**config.mk**
```make
export PLATFORM = sky130hd
export DESIGN_NAME = alu_issue_ctrl
export DESIGN_NICKNAME = d
export VERILOG_FILES = /design/src/rtl/alu_issue_ctrl.sv
export SDC_FILE = /design/constraint.sdc
export NUM_CORES = 1
export LEC_CHECK = 0
export ABC_AREA = 1
export CORE_AREA = 5 5 140 142
export DETAILED_ROUTE_END_ITERATION = 12
export DIE_AREA = 0 0 145 147
export PLACE_DENSITY = 0.79
export REMOVE_ABC_BUFFERS = 1
export SLEW_MARGIN = 20
export SYNTH_ARGS = -nofsm -noshare
export SYNTH_HDL_FRONTEND = slang
export SYNTH_SLANG_ARGS = --single-unit
```
**constraint.sdc**
```tcl
create_clock -name clk -period 8.6 [get_ports clk]
set_input_delay 1.29 -clock clk [delete_from_list [all_inputs] [get_ports clk]]
set_output_delay 1.29 -clock clk [all_outputs]
set_load 0.01 [all_outputs]
```
**src/rtl/alu_issue_ctrl.sv**
```systemverilog
// Issue control for a DSP-style ALU: registered operands/controls, writeback after LAT_ALU/LAT_MUL cycles.
// Backpressure: in_ready drops on writeback-slot or destination-tag collision with an in-flight op.
module alu_issue_ctrl #(
    parameter int LAT_MUL = 5,
    parameter int LAT_ALU = 4
) (
    input  logic        clk,
    input  logic        rst,
    input  logic        in_valid,
    output logic        in_ready,
    input  logic [2:0]  in_op,
    input  logic [3:0]  in_tag,
    input  logic [29:0] in_a,
    input  logic [17:0] in_b,
    input  logic [47:0] in_c,
    output logic [29:0] a_o,
    output logic [17:0] b_o,
    output logic [47:0] c_o,
    output logic [3:0]  alumode_o,
    output logic [6:0]  opmode_o,
    output logic [4:0]  inmode_o,
    output logic        usemult_o,
    output logic        cea2_o,
    output logic        ceb2_o,
    input  logic [47:0] p_i,
    output logic        wb_valid,
    output logic [3:0]  wb_tag,
    output logic [47:0] wb_data,
    output logic [3:0]  inflight_o
);

    logic [LAT_MUL:1] slot_vld;
    logic [3:0]       slot_tag [1:LAT_MUL];

    logic       is_nop;
    logic       is_mul;
    logic       port_busy;
    logic       tag_busy;
    logic       issue;
    logic       issue_op;
    int         lat;
    logic [6:0] dec_opmode;
    logic [3:0] dec_alumode;
    logic       dec_usemult;

    // An op issued now lands in slot LAT after the shift, i.e. it collides with today's slot LAT+1.
    always_comb begin
        is_nop    = (in_op == 3'd0);
        is_mul    = (in_op == 3'd3) || (in_op == 3'd4);
        lat       = is_mul ? LAT_MUL : LAT_ALU;
        port_busy = 1'b0;
        tag_busy  = 1'b0;
        for (int i = 1; i <= LAT_MUL; i++) begin
            if (i == lat + 1 && slot_vld[i]) port_busy = 1'b1;
            if (slot_vld[i] && slot_tag[i] == in_tag) tag_busy = 1'b1;
        end
        // NOP occupies neither a writeback slot nor a tag, so it is never held off.
        in_ready = is_nop || !(port_busy || tag_busy);
    end

    assign issue    = in_valid && in_ready;
    assign issue_op = issue && !is_nop;

    always_comb begin
        dec_opmode  = 7'b0000000;
        dec_alumode = 4'b0000;
        dec_usemult = 1'b0;
        case (in_op)
            3'd1: dec_opmode = 7'b0110011;
            3'd2: begin dec_opmode = 7'b0110011; dec_alumode = 4'b0011; end
            3'd3: begin dec_opmode = 7'b0000101; dec_usemult = 1'b1; end
            3'd4: begin dec_opmode = 7'b0110101; dec_usemult = 1'b1; end
            3'd5: begin dec_opmode = 7'b0110011; dec_alumode = 4'b1100; end
            3'd6: begin dec_opmode = 7'b0111011; dec_alumode = 4'b1100; end
            3'd7: begin dec_opmode = 7'b0110011; dec_alumode = 4'b0100; end
            default: ;
        endcase
    end

    always_ff @(posedge clk or posedge rst) begin
        if (rst) begin
            slot_vld <= '0;
            for (int i = 1; i <= LAT_MUL; i++) slot_tag[i] <= 4'd0;
        end else begin
            for (int i = 1; i < LAT_MUL; i++) begin
                slot_vld[i] <= slot_vld[i+1];
                slot_tag[i] <= slot_tag[i+1];
            end
            slot_vld[LAT_MUL] <= 1'b0;
            slot_tag[LAT_MUL] <= 4'd0;
            if (issue_op) begin
                for (int i = 1; i <= LAT_MUL; i++) begin
                    if (i == lat) begin
                        slot_vld[i] <= 1'b1;
                        slot_tag[i] <= in_tag;
                    end
                end
            end
        end
    end

    always_ff @(posedge clk or posedge rst) begin
        if (rst) begin
            a_o       <= '0;
            b_o       <= '0;
            c_o       <= '0;
            opmode_o  <= '0;
            alumode_o <= '0;
            inmode_o  <= '0;
            usemult_o <= 1'b0;
            cea2_o    <= 1'b0;
            ceb2_o    <= 1'b0;
        end else begin
            opmode_o  <= issue_op ? dec_opmode  : 7'b0000000;
            alumode_o <= issue_op ? dec_alumode : 4'b0000;
            usemult_o <= issue_op ? dec_usemult : 1'b0;
            inmode_o  <= 5'b00000;
            cea2_o    <= issue_op;
            ceb2_o    <= issue_op;
            if (issue) begin
                a_o <= in_a;
                b_o <= in_b;
                c_o <= in_c;
            end
        end
    end

    always_ff @(posedge clk or posedge rst) begin
        if (rst) begin
            wb_valid   <= 1'b0;
            wb_tag     <= 4'd0;
            wb_data    <= 48'd0;
            inflight_o <= 4'd0;
        end else begin
            wb_valid   <= slot_vld[1];
            inflight_o <= inflight_o + 4'(issue_op) - 4'(slot_vld[1]);
            if (slot_vld[1]) begin
                wb_tag  <= slot_tag[1];
                wb_data <= p_i;
            end
        end
    end

endmodule

```
# ---- Yosys cells after proc, flatten, opt, wreduce, memory -nomap -nowiden
# Index checks and enable logic that the tools add are counted.
dict set report classes {
  n_addsub 3
  eq_ne 22
  n_mux 29
  n_reduce_logical 21
}
# op count
set op_table {}
lappend op_table {{$eq A3 B32 Y1 const A} 2}
lappend op_table {{$eq A2 B32 Y1 const A} 1}
lappend op_table {{$eq A4 B32 Y1 const A} 1}
lappend op_table {{$mux W4} 6}
lappend op_table {{$pmux W6 S4} 1}
lappend op_table {{$eq A4 B4 Y1} 5}
lappend op_table {{$mux W20} 1}
lappend op_table {{$mux W1} 18}
lappend op_table {{$eq A3 B3 Y1 const B} 4}
lappend op_table {{$logic_and A1 B1 Y1} 12}
lappend op_table {{$pmux W4 S3} 1}
lappend op_table {{$mux W7} 1}
lappend op_table {{$eq A2 B3 Y1 const A} 2}
lappend op_table {{$eq A3 B2 Y1 const B} 2}
lappend op_table {{$eq A3 B3 Y1 const A} 2}
lappend op_table {{$mux W5} 1}
lappend op_table {{$add A3 B1 Y4 const B} 1}
lappend op_table {{$add A4 B1 Y4} 1}
lappend op_table {{$eq A3 B4 Y1 const A} 1}
lappend op_table {{$reduce_or A2 Y1} 2}
lappend op_table {{$reduce_or A4 Y1} 1}
lappend op_table {{$sub A4 B1 Y4} 1}
lappend op_table {{$eq A1 B3 Y1 const A} 1}
lappend op_table {{$eq A3 B1 Y1 const B} 1}
lappend op_table {{other kinds (3)} 6}
dict set report word_totals {
  ff_bits 191
  input_bits 154
  elab_cells 92
}

# ---- Longest topological paths before layout
# Gate-level depths: netlist (run 1).
dict set report logic_depth {
  ltp_word 18
  depth_mapped 16
  depth_no_buf 14
}

# ---- Worst setup path before layout (run 1)
# Ideal clock, no wire load.
dict set report synth_timing {
  kind {input to output}
  from {in in_tag[2]}
  to {out in_ready}
  arrival_time_ns 2.258
  t_required_ns 7.310
  setup_slack_ns 5.052
  path_stages 11
  path_buffers 2
  cell_sequence {buf_2 > inv_2 > nand2_1 > nand2_1 > nor2_1 > nand2_1 > nand2_1 > nor2_2 > nand2_1 > nand2_2 > buf_2}
}
dict set report synth_via {
  elab_chain_cells 10
  word_cells_on_any_way 18
  cone_classes {eq/ne (5); mux (5); reduce/logical (8)}
}
# item line_no
set synth_rtl {}
lappend synth_rtl {{start: declaration} 12} ;# input logic [3:0] in_tag,
lappend synth_rtl {{$eq A4 B4 Y1} 55} ;# if (slot_vld[i] && slot_tag[i] == in_tag) tag_busy = 1'b1;
lappend synth_rtl {{$logic_and A1 B1 Y1} 55}
lappend synth_rtl {{$mux W1 (4 in series)} 55}
lappend synth_rtl {{$mux W1 *} 55}
lappend synth_rtl {{$logic_or A1 B1 Y1 *} 58} ;# in_ready = is_nop || !(port_busy || tag_busy);
lappend synth_rtl {{$logic_not A1 Y1 *} 58}
lappend synth_rtl {{$logic_or A1 B1 Y1 *} 58}
lappend synth_rtl {{end: declaration} 10} ;# output logic in_ready,
# Every way passes the cells marked *; elsewhere a longest branch is shown, timed or not.

# ---- Worst setup path after layout (run 1)
dict set report layout_timing {
  from {in in_op[1]}
  to {out in_ready}
}
dict set report layout_via {
  elab_chain_cells 14
  word_cells_on_any_way 24
  cone_classes {add/sub (1); eq/ne (7); mux (6); reduce/logical (10)}
}
# item line_no
set layout_rtl {}
lappend layout_rtl {{start: declaration} 11} ;# input logic [2:0] in_op,
lappend layout_rtl {{$eq A3 B2 Y1 / $eq A3 B3 Y1 (equally long branches)} 49} ;# is_mul = (in_op == 3'd3) || (in_op == 3'd4);
lappend layout_rtl {{$logic_or A1 B1 Y1} 49}
lappend layout_rtl {{$mux W1} 50} ;# lat = is_mul ? LAT_MUL : LAT_ALU;
lappend layout_rtl {{$add A3 B1 Y4} 54} ;# if (i == lat + 1 && slot_vld[i]) port_busy = 1'b1;
lappend layout_rtl {{$eq A2 B32 Y1} 54}
lappend layout_rtl {{$logic_and A1 B1 Y1} 54}
lappend layout_rtl {{$mux W1 (5 in series)} 54}
lappend layout_rtl {{$logic_or A1 B1 Y1} 58}
lappend layout_rtl {{$logic_not A1 Y1} 58}
lappend layout_rtl {{$logic_or A1 B1 Y1 *} 58}
# Marked as above.

==> results of run 1 <==
==> final cells by class <==
class / instances / area [um^2]
Fill cell: 1533 / 7000
Sequential cell: 186 / 4660
Timing Repair Buffer: 325 / 3240
Multi-Input combinational cell: 475 / 2420
Clock buffer: 21 / 470
Tap cell: 234 / 293
Inverter: 35 / 136
Clock inverter: 11 / 110
==> state kept, by name, indices dropped and copies added, names as in the netlist <==
signal / count
opmode_o: 5
wb_data: 48
b_o: 18
a_o: 30
wb_tag: 4
c_o: 48
slot_vld: 4
inflight_o: 4
wb_valid: 1
slot_tag: 20
ceb2_o: 1
alumode_o: 3
==> cell usage after synthesis <==
cell | count | area, um^2
mux2_2 | 48 | 541
clkbuf_1 | 17 | 63.8
nand4_1 | 4 | 25.0
buf_6 | 5 | 56.3
o21ai_0 | 8 | 40.0
nor2_2 | 1 | 6.26
fa_1 | 1 | 20.0
inv_1 | 30 | 113
dfrtp_1 | 186 | 4650
nand2_1 | 252 | 946
nor3_1 | 6 | 30.0
xnor2_1 | 3 | 26.3
o21ai_2 | 1 | 8.76
nand2_2 | 2 | 12.5
buf_4 | 14 | 105
nor2_1 | 24 | 90.1
nand3_1 | 102 | 510
ha_1 | 4 | 50.1
buf_2 | 14 | 70.1
nand4_2 | 1 | 12.5
conb_1 | 1 | 3.75
a21oi_1 | 6 | 30.0
inv_2 | 5 | 18.8
o21ai_1 | 1 | 5.00
xor2_1 | 5 | 43.8
==> through the flow <==
stage | hold WS, ns | power (mW)
floorplan | 0.348 | 1.49
global placement | 0.357 | 1.99
detailed placement | 0.363 | 2.01
CTS | 0.391 | 2.78
global route | 0.406 | 2.89
finish | 0.387 | 2.75
==> worst max-delay path, delay by kind of cell <==
kind | cells | cell delay [ns]
buffers and inverters | 4 | 1.29
AO/OA/AOI/OAI | 1 | 0.13
AND/OR/NAND/NOR | 6 | 0.86
==> cell families after synthesis <==
kind of cell             count (synthesis)
flip-flops                             186
other                                    1
AO/OA/AOI/OAI                           16
XOR/XNOR                                 8
AND/OR/NAND/NOR                        392
buffers and inverters                   85
adder cells (fa/ha/maj)                  5
multiplexers                            48
==> path summary, 6_finish.rpt <==
path / slack [ns] / to / cells past startpoint
worst max-delay path: 3.71 / in_ready / 11
max in group asynchronous: 5.95 / slot_vld[1] / 3
worst max register to register: 5.94 / inflight_o[2] / 14
min in group asynchronous: 1.41 / wb_data[21] / 2
worst min-delay path: 0.39 / slot_vld[1] / 0
worst min register to register: 0.39 / slot_vld[1] / 0
==> per-layer routing <==
metal | vias up | part of all wire [%]
li1 | 2964 | -
met5 | - | 0
met3 | 33 | 6.0
met2 | 236 | 50
met1 | 2969 | 42
met4 | 0 | 2.2
==> where the power goes <==
part	leakage [nW]	total, mW	switching, mW	internal, mW
Clock	0.277	0.767	0.340	0.427
Sequential	2.27	1.14	0.0945	1.05
Combinational	2.74	0.836	0.369	0.468
==> flow_summary.yaml, run 1 <==
timing:
  rsz0062_at_grt: "no"
  fin_tns_setup_ns: 0
  fmax_mhz: 205
  period_needed_ns: 4.89
  maxSlewHeadroom_pct: 35.5
  finalCritPeriodShare_pct: 56.8
  worst_pin_slew_ns: 0.967
  hold_violations: 0
  slew_viol_final: 0
  clock_skew_ns: 0.0104
  layout_setup_ws_ns: 3.71
  setup_viol: 0
logic_synthesis:
  synthXorXnorAreaFrac_pct: 0.936
  yosysUniqueCellTypes: 25
  synth_warnings: 0
  synth-seq-area-share_pct: 62.2
  synth_top_family_by_area: "simple AND/OR/NAND/NOR gates"
  synthMuxAreaShare_pct: 7.22
  avgSynthCellArea_um2: 10.1
  syn-cell-area_mm2: 0.00748
  synth-simple-area-share_pct: 21.8
  ys_ff_latch: 186
  synth-compound-area-share_pct: 1.12
  synthAdderAreaFrac_pct: 0.936
  synthCells: 741
global_route:
  grt_use_met1_pct: 25.7
  met2_usage_pct: 32.6
  grt_max_degree: 103
  grt_antenna_before_repair: 0
  grt_pass1_wl_um: 34000
  grt.busiest_layer: "met2"
  grt.total_usage_pct: 19.6
  globalRouteOverflowTotal: 0
  grt_pass1_vias: 6174
  grt.met3_usage_pct: 4.07
worst_setup_path:
  cp-end-kind: "output pin"
  crit_fanout: 25
  arrival_ns: 3.60
  crit_slowest_cell: "clkdlybuf4s50_1"
  required_ns: 7.31
  crit_chain: "clkdlybuf4s50_1 > nor2_1 > inv_1 > nand2_1 > o21ai_2 > inv_2 > nand2_1 > nand2_1 > nand2_1 > nand2_4 > clkdlybuf4s50_1"
  path_common_cell: "nand2_1"
  cp_slowest_stage_delay_ns: 0.62
  timing.rr.start: "slot_tag[16]"
  crit_path_start: "in_op[1]"
  crit_type: "in2out"
  start_kind: "input pin"
detailed_routing:
  dr_total_vias: 6202
  vias_per_cell: 4.82
  drc: 0
  wl_um: 21200
  drtIter0Drc: 443
  wire_per_inst_um: 16.4
  ant_nets: 0
  firstDrtPassIters: 5
run:
  max_cap_violations: 0
layout:
  layout-drive-gt1-share_pct: 9.21
  final_cell_mix: "clkdlybuf4s50_1, nand2_1, dfrtp_1, nand3_1, mux2_2"
  layout.cells.most_common: "clkdlybuf4s50_1"
  fin_nets: 1199
  final_cells: 1287
  final_util_pct: 61.8
  stdcell_area_mm2: 0.0113
  area_delta_synth_final_pct: 51.5
  diodes: 0
clocking:
  cts_tree: "yes"
  cts_hold_buf: 0
  htree_levels: 4
  cts_made_buffers: 17
  clkSinkCount: 186
  clkTransAtPathRegs_ns: 0.06
  clk-insertion-delay-late_ns: 0.42
  root_buffer: "clkbuf_16"
  cts_setup_buffers: 0
  cts_resized: 0
  ctsLongestPathBuffers: 2
place:
  placed_cell_area_mm2: 0.0107
  dpl.cell_count: 1255
  post-place-ws_ns: 3.71
  hpwl_um: 15200
  portBuffers: 320
  gp_congestion: 0.882
pwr:
  ir_drop_v: 0.000141
  p_per_area_mw_per_mm2: 242
  p_leak_nw: 5.29
floorplanning:
  core_mm2: 0.0183
  row_count: 50
  start_util_pct: 40.8
  die-area_mm2: 0.0213
  die_x_um: 145
  die_y_um: 147
  ios: 327
worst_hold_path:
  hp-class: "reg2reg"
  min_from: "slot_vld[2]"
status:
  status: "completed"
No activity file was read; power rests on OpenSTA's default activity.
==> run 2: changes to the inputs <==
Clock period 8.6 ns to 5 ns, I/O delays scaled along.
==> run 2 against run 1 <==
Compared with the run above:
- worst hold slack got worse by 0.0095 ns
- flip-flop and latch count did not move
- setup slack worse by 2.4 ns
- critical path type unchanged
- combinational power rose by 72%
- cell count is the same
- clock power is 68% higher
- non-clock buffer count stayed put
- core utilization barely moved
- routed wire length shrank 1.1%
- total power grew 71%
- clock skew about the same
==> flow_summary.yaml, run 2 (synthesis results as in run 1) <==
place:
  hpwl_um: 15000
  placed_cell_area_mm2: 0.0108
  post-place-ws_ns: 1.29
  gp_congestion: 0.816
  portBuffers: 320
floorplanning:
  row_count: 50
  die_x_um: 145
  core_mm2: 0.0183
  die_y_um: 147
  start_util_pct: 40.8
  die-area_mm2: 0.0213
  ios: 327
clocking:
  htree_levels: 4
  clk-insertion-delay-late_ns: 0.42
  cts_tree: "yes"
  cts_setup_buffers: 0
  cts_made_buffers: 17
  root_buffer: "clkbuf_16"
  clkSinkCount: 186
  clkTransAtPathRegs_ns: 0.07
  ctsLongestPathBuffers: 2
  cts_resized: 0
  cts_hold_buf: 0
timing:
  maxSlewHeadroom_pct: 36.9
  setup_viol: 0
  period_needed_ns: 3.70
  hold_violations: 0
  rsz0062_at_grt: "no"
  fin_tns_setup_ns: 0
  fmax_mhz: 270
  finalCritPeriodShare_pct: 74.0
  slew_viol_final: 0
  layout_setup_ws_ns: 1.30
  worst_pin_slew_ns: 0.946
  clock_skew_ns: 0.0107
layout:
  multi_input_area_mm2: 0.00242
  fin_nets: 1199
  seq_area_mm2: 0.00466
  area_delta_synth_final_pct: 51.5
  stdcell_area_mm2: 0.0113
  diodes: 0
  layout.cells.most_common: "clkdlybuf4s50_1"
  layout-drive-gt1-share_pct: 9.12
  top_regs: "c_o (48), wb_data (48), a_o (30)"
  fill_cells: 1553
  final_cell_mix: "clkdlybuf4s50_1, nand2_1, dfrtp_1, nand3_1, mux2_2"
pwr:
  ir_drop_v: 0.000228
  p_per_area_mw_per_mm2: 415
  p_leak_nw: 5.30
worst_setup_path:
  crit_chain: "clkdlybuf4s50_1 > inv_2 > nor2_1 > nor2_1 > nand3_1 > nand2_1 > nor2_2 > nand2_1 > nand2_4 > clkdlybuf4s50_1"
  start_kind: "input pin"
  timing.rr.start: "slot_tag[17]"
  arrival_ns: 2.95
  required_ns: 4.25
  cp-end-kind: "output pin"
  crit_type: "in2out"
  reg2reg_to: "inflight_o[1]"
  rr_worst_depth: 14
  crit_slowest_cell: "clkdlybuf4s50_1"
  r2r_setup_slack_ns: 2.37
  cp_slowest_stage_delay_ns: 0.64
  crit_fanout: 18
worst_hold_path:
  hp-class: "reg2reg"
  hold_end: "slot_tag[9]"
  min_from: "slot_tag[5]"
  hold_depth: 0
detailed_routing:
  dr_total_vias: 6173
  wire_per_inst_um: 16.3
  drc: 0
  drtIter0Drc: 361
  wl_um: 20900
  firstDrtPassIters: 5
  vias_per_cell: 4.80
  ant_nets: 0
global_route:
  globalRouteOverflowTotal: 0
  grt.total_usage_pct: 19.4
  grt_pass1_vias: 6157
  grt_antenna_before_repair: 0
  grt_max_degree: 102
  grt_pass1_wl_um: 33600
status:
  status: "completed"
run:
  max_cap_violations: 0
## run 2: cell count changes in the layout (fill, tap and decap cells not counted)
cell	delta
buf_12	+2
buf_4	-1
buf_6	-1
clkbuf_1	+1
clkbuf_8	-2
clkinv_2	+2
clkinvlp_4	-2
inv_6	+1
## run 2: per-layer routing
| layer | global-route usage [%] | vias up | routed length, um | share of wire [%] |
|---|---|---|---|---|
| met5 | 0 | - | 0 | 0 |
| met4 | 7.44 | 0 | 522 | 2.5 |
| met3 | 3.95 | 34 | 1170 | 5.6 |
| met2 | 32.3 | 204 | 10700 | 51 |
| met1 | 25.0 | 2980 | 8560 | 41 |
| li1 | - | 2955 | - | - |
## run 2: cell type report
class,instances,share of cell area [%]
Inverter,35,1.20
Tap cell,234,2.58
Timing Repair Buffer,325,28.8
Clock buffer,20,3.94
Sequential cell,186,41.1
Multi-Input combinational cell,475,21.4
Clock inverter,12,1.00
## run 2: worst max path at each step
stage / start / cells after the start / end / slack (ns)
2_1_floorplan: rst / 1 / a_o[0] / -0.81
3_3_place_gp: in_op[1] / 11 / in_ready / 1.37
3_5_place_dp: in_tag[1] / 14 / inflight_o[1] / 1.29
4_1_cts: in_tag[1] / 10 / in_ready / 1.28
5_1_grt: in_tag[1] / 10 / in_ready / 1.11
6_report: in_tag[1] / 10 / in_ready / 1.30
## run 2: critical path: cells and delay by family
kind | cells | cell delay (ns)
buf+inv | 3 | 1.37
simple gates | 7 | 0.81
## run 2: per-stage QoR
| stage | power, mW | hold slack (ns) | util (%) | std cells |
|---|---|---|---|---|
| 2_1_floorplan | 2.57 | 0.348 | - | 696 |
| 3_3_place_gp | 3.42 | 0.358 | 58.8 | 1255 |
| 3_5_place_dp | 3.46 | 0.367 | 58.8 | 1255 |
| 4_1_cts | 4.76 | 0.383 | 61.8 | 1287 |
| 5_1_grt | 4.96 | 0.389 | 61.8 | 1287 |
| 6_report | 4.70 | 0.378 | 61.8 | 1287 |
## run 2: report_power, final
group / internal (mW) / switching [mW] / total, mW
registers: 1.80 / 0.160 / 1.96
logic: 0.807 / 0.635 / 1.44
clock network: 0.707 / 0.584 / 1.29
total: 3.32 / 1.38 / 4.70
==> run 3: changes to the inputs <==
Settings changed: CORE_AREA 5 5 140 142 to 5 5 147 149, DIE_AREA 0 0 145 147 to 0 0 152 154, PLACE_DENSITY 0.79 to 0.75.
Clock period 5 ns to 3 ns, I/O delays scaled along.
==> run 3 against run 2 <==
Compared with the run above:
- first-iteration DRC count down 3.9%
- critical path depth increased by 1
- cell area increased by 1.5%
- clock skew up 0.0026 ns
- combinational power is 70% higher
- highest routed layer unchanged
==> flow_summary.yaml, run 3 (synthesis results as in run 1) <==
clocking:
  clkTransAtPathRegs_ns: 0.06
  cts_tree: "yes"
  cts_made_buffers: 17
  clk-insertion-delay-late_ns: 0.42
  ctsLongestPathBuffers: 2
  root_buffer: "clkbuf_16"
  htree_levels: 4
  clkSinkCount: 186
  cts_hold_buf: 0
pwr:
  p_sw_mw: 2.34
  sequentialPowerShare_pct: 41.0
  p_comb_share_pct: 30.6
  finalPower_mw: 8.00
  p_per_area_mw_per_mm2: 695
  p_int_mw: 5.66
  p_leak_nw: 5.36
  ir_drop_v: 0.000351
  swShare_pct: 29.3
  clkPwrFrac_pct: 28.4
timing:
  rsz0062_at_grt: "no"
  setup_viol: 0
  fin_hold_ws_ns: 0.375
  fmax_mhz: 386
  fin_tns_setup_ns: 0
  period_needed_ns: 2.59
  hold_violations: 0
  clock_skew_ns: 0.0133
  layout_setup_ws_ns: 0.411
  slew_viol_final: 0
  finalCritPeriodShare_pct: 86.3
  worst_pin_slew_ns: 0.725
  maxSlewHeadroom_pct: 51.7
place:
  gp_congestion: 0.889
  post-place-ws_ns: -0.00430
  dpl.cell_count: 1298
  placed_cell_area_mm2: 0.0109
  portBuffers: 320
  hpwl_um: 16400
detailed_routing:
  dr_total_vias: 6277
  vias_per_cell: 4.72
  drc: 0
  drtIter0Drc: 347
  wl_um: 22500
  firstDrtPassIters: 5
  ant_nets: 0
  wire_per_inst_um: 16.9
layout:
  diodes: 0
  area_delta_synth_final_pct: 53.8
  fill_cells: 1748
  stdcell_area_mm2: 0.0115
  seq_area_mm2: 0.00466
  final_cell_mix: "clkdlybuf4s50_1, nand2_1, dfrtp_1, nand3_1, mux2_2"
  final_util_pct: 57.4
  final_cells: 1330
  multi_input_area_mm2: 0.00242
  layout-drive-gt1-share_pct: 9.81
  fin_nets: 1206
  top_regs: "c_o (48), wb_data (48), a_o (30)"
  layout.cells.most_common: "clkdlybuf4s50_1"
floorplanning:
  die-area_mm2: 0.0234
  ios: 327
  start_util_pct: 37.3
  die_x_um: 152
  die_y_um: 154
  core_mm2: 0.0200
  row_count: 52
worst_setup_path:
  required_ns: 2.55
  crit_type: "in2out"
  arrival_ns: 2.14
  start_kind: "input pin"
  cp-end-kind: "output pin"
  crit_fanout: 6
global_route:
  grt_max_degree: 98
  globalRouteOverflowTotal: 0
  grt_pass1_vias: 6392
  grt_antenna_before_repair: 0
  grt.total_usage_pct: 19.0
  grt_pass1_wl_um: 35600
run:
  max_cap_violations: 0
status:
  status: "completed"
worst_hold_path:
  hp-class: "reg2reg"
-- run 3: cell types whose count changed in the layout (fill, tap and decap cells not counted), moves of 2 or more --
cell / change
buf_12: +3
buf_4: +4
clkdlybuf4s50_1: -2
clkinv_2: -2
clkinv_4: -4
clkinvlp_4: +3
dlymetal6s2s_1: +2
inv_8: +2
-- run 3: critical path, stage by stage --
cell and delay, ns:
clkdlybuf4s50_1 0.62, inv_2 0.12, nand2_1 0.07, nand2_1 0.06, nor2_1 0.16, nand3_1 0.09
nand2_1 0.13, nor2_2 0.06, nand2_1 0.07, nand2_2 0.08, dlymetal6s2s_1 0.23
-- run 3: routing by layer --
| metal | share of wire [%] | wire (um) | global-route usage (%) |
|---|---|---|---|
| met5 | 0 | 0 | 0 |
| met4 | 2.5 | 566 | 7.23 |
| met3 | 5.4 | 1220 | 4.16 |
| met2 | 52 | 11600 | 33.1 |
| met1 | 40 | 9060 | 23.2 |
-- run 3: power groups by stage --
stage / clock network (mW) / logic [mW] / registers (mW)
after global placement: 0 / 2.44 / 3.31
final: 2.27 / 2.45 / 3.28
after floorplan: 0 / 0.724 / 3.56
after global routing: 2.43 / 2.65 / 3.35
after detailed placement: 0 / 2.49 / 3.33
after CTS: 2.33 / 2.50 / 3.29
-- run 3: cell type report --
class                           instances  area share [%]
Clock buffer                           21            4.00
Inverter                               35            1.21
Timing Repair Buffer                  332            29.2
Sequential cell                       186            40.5
Tap cell                              270            2.94
Clock inverter                         11            1.15
Multi-Input combinational cell        475            21.1
-- run 3: what timing repair did --
item                                    4_1_cts  5_1_grt
endpoints found under the setup margin        0        1
resized for setup                             0        3
buffers inserted                              0        0
-- run 3: worst paths after layout --
kind | start | endpoint | slack (ns) | cells after the start
setup / recovery | in_tag[1] | in_ready | 0.41 | 11
hold / removal | slot_vld[3] | slot_vld[2] | 0.37 | 0
setup reg to reg | slot_tag[17] | inflight_o[2] | 0.69 | 14
hold reg to reg | slot_vld[3] | slot_vld[2] | 0.37 | 0
max in group asynchronous | rst | c_o[38] | 1.85 | 3
min in group asynchronous | rst | wb_data[4] | 0.50 | 2
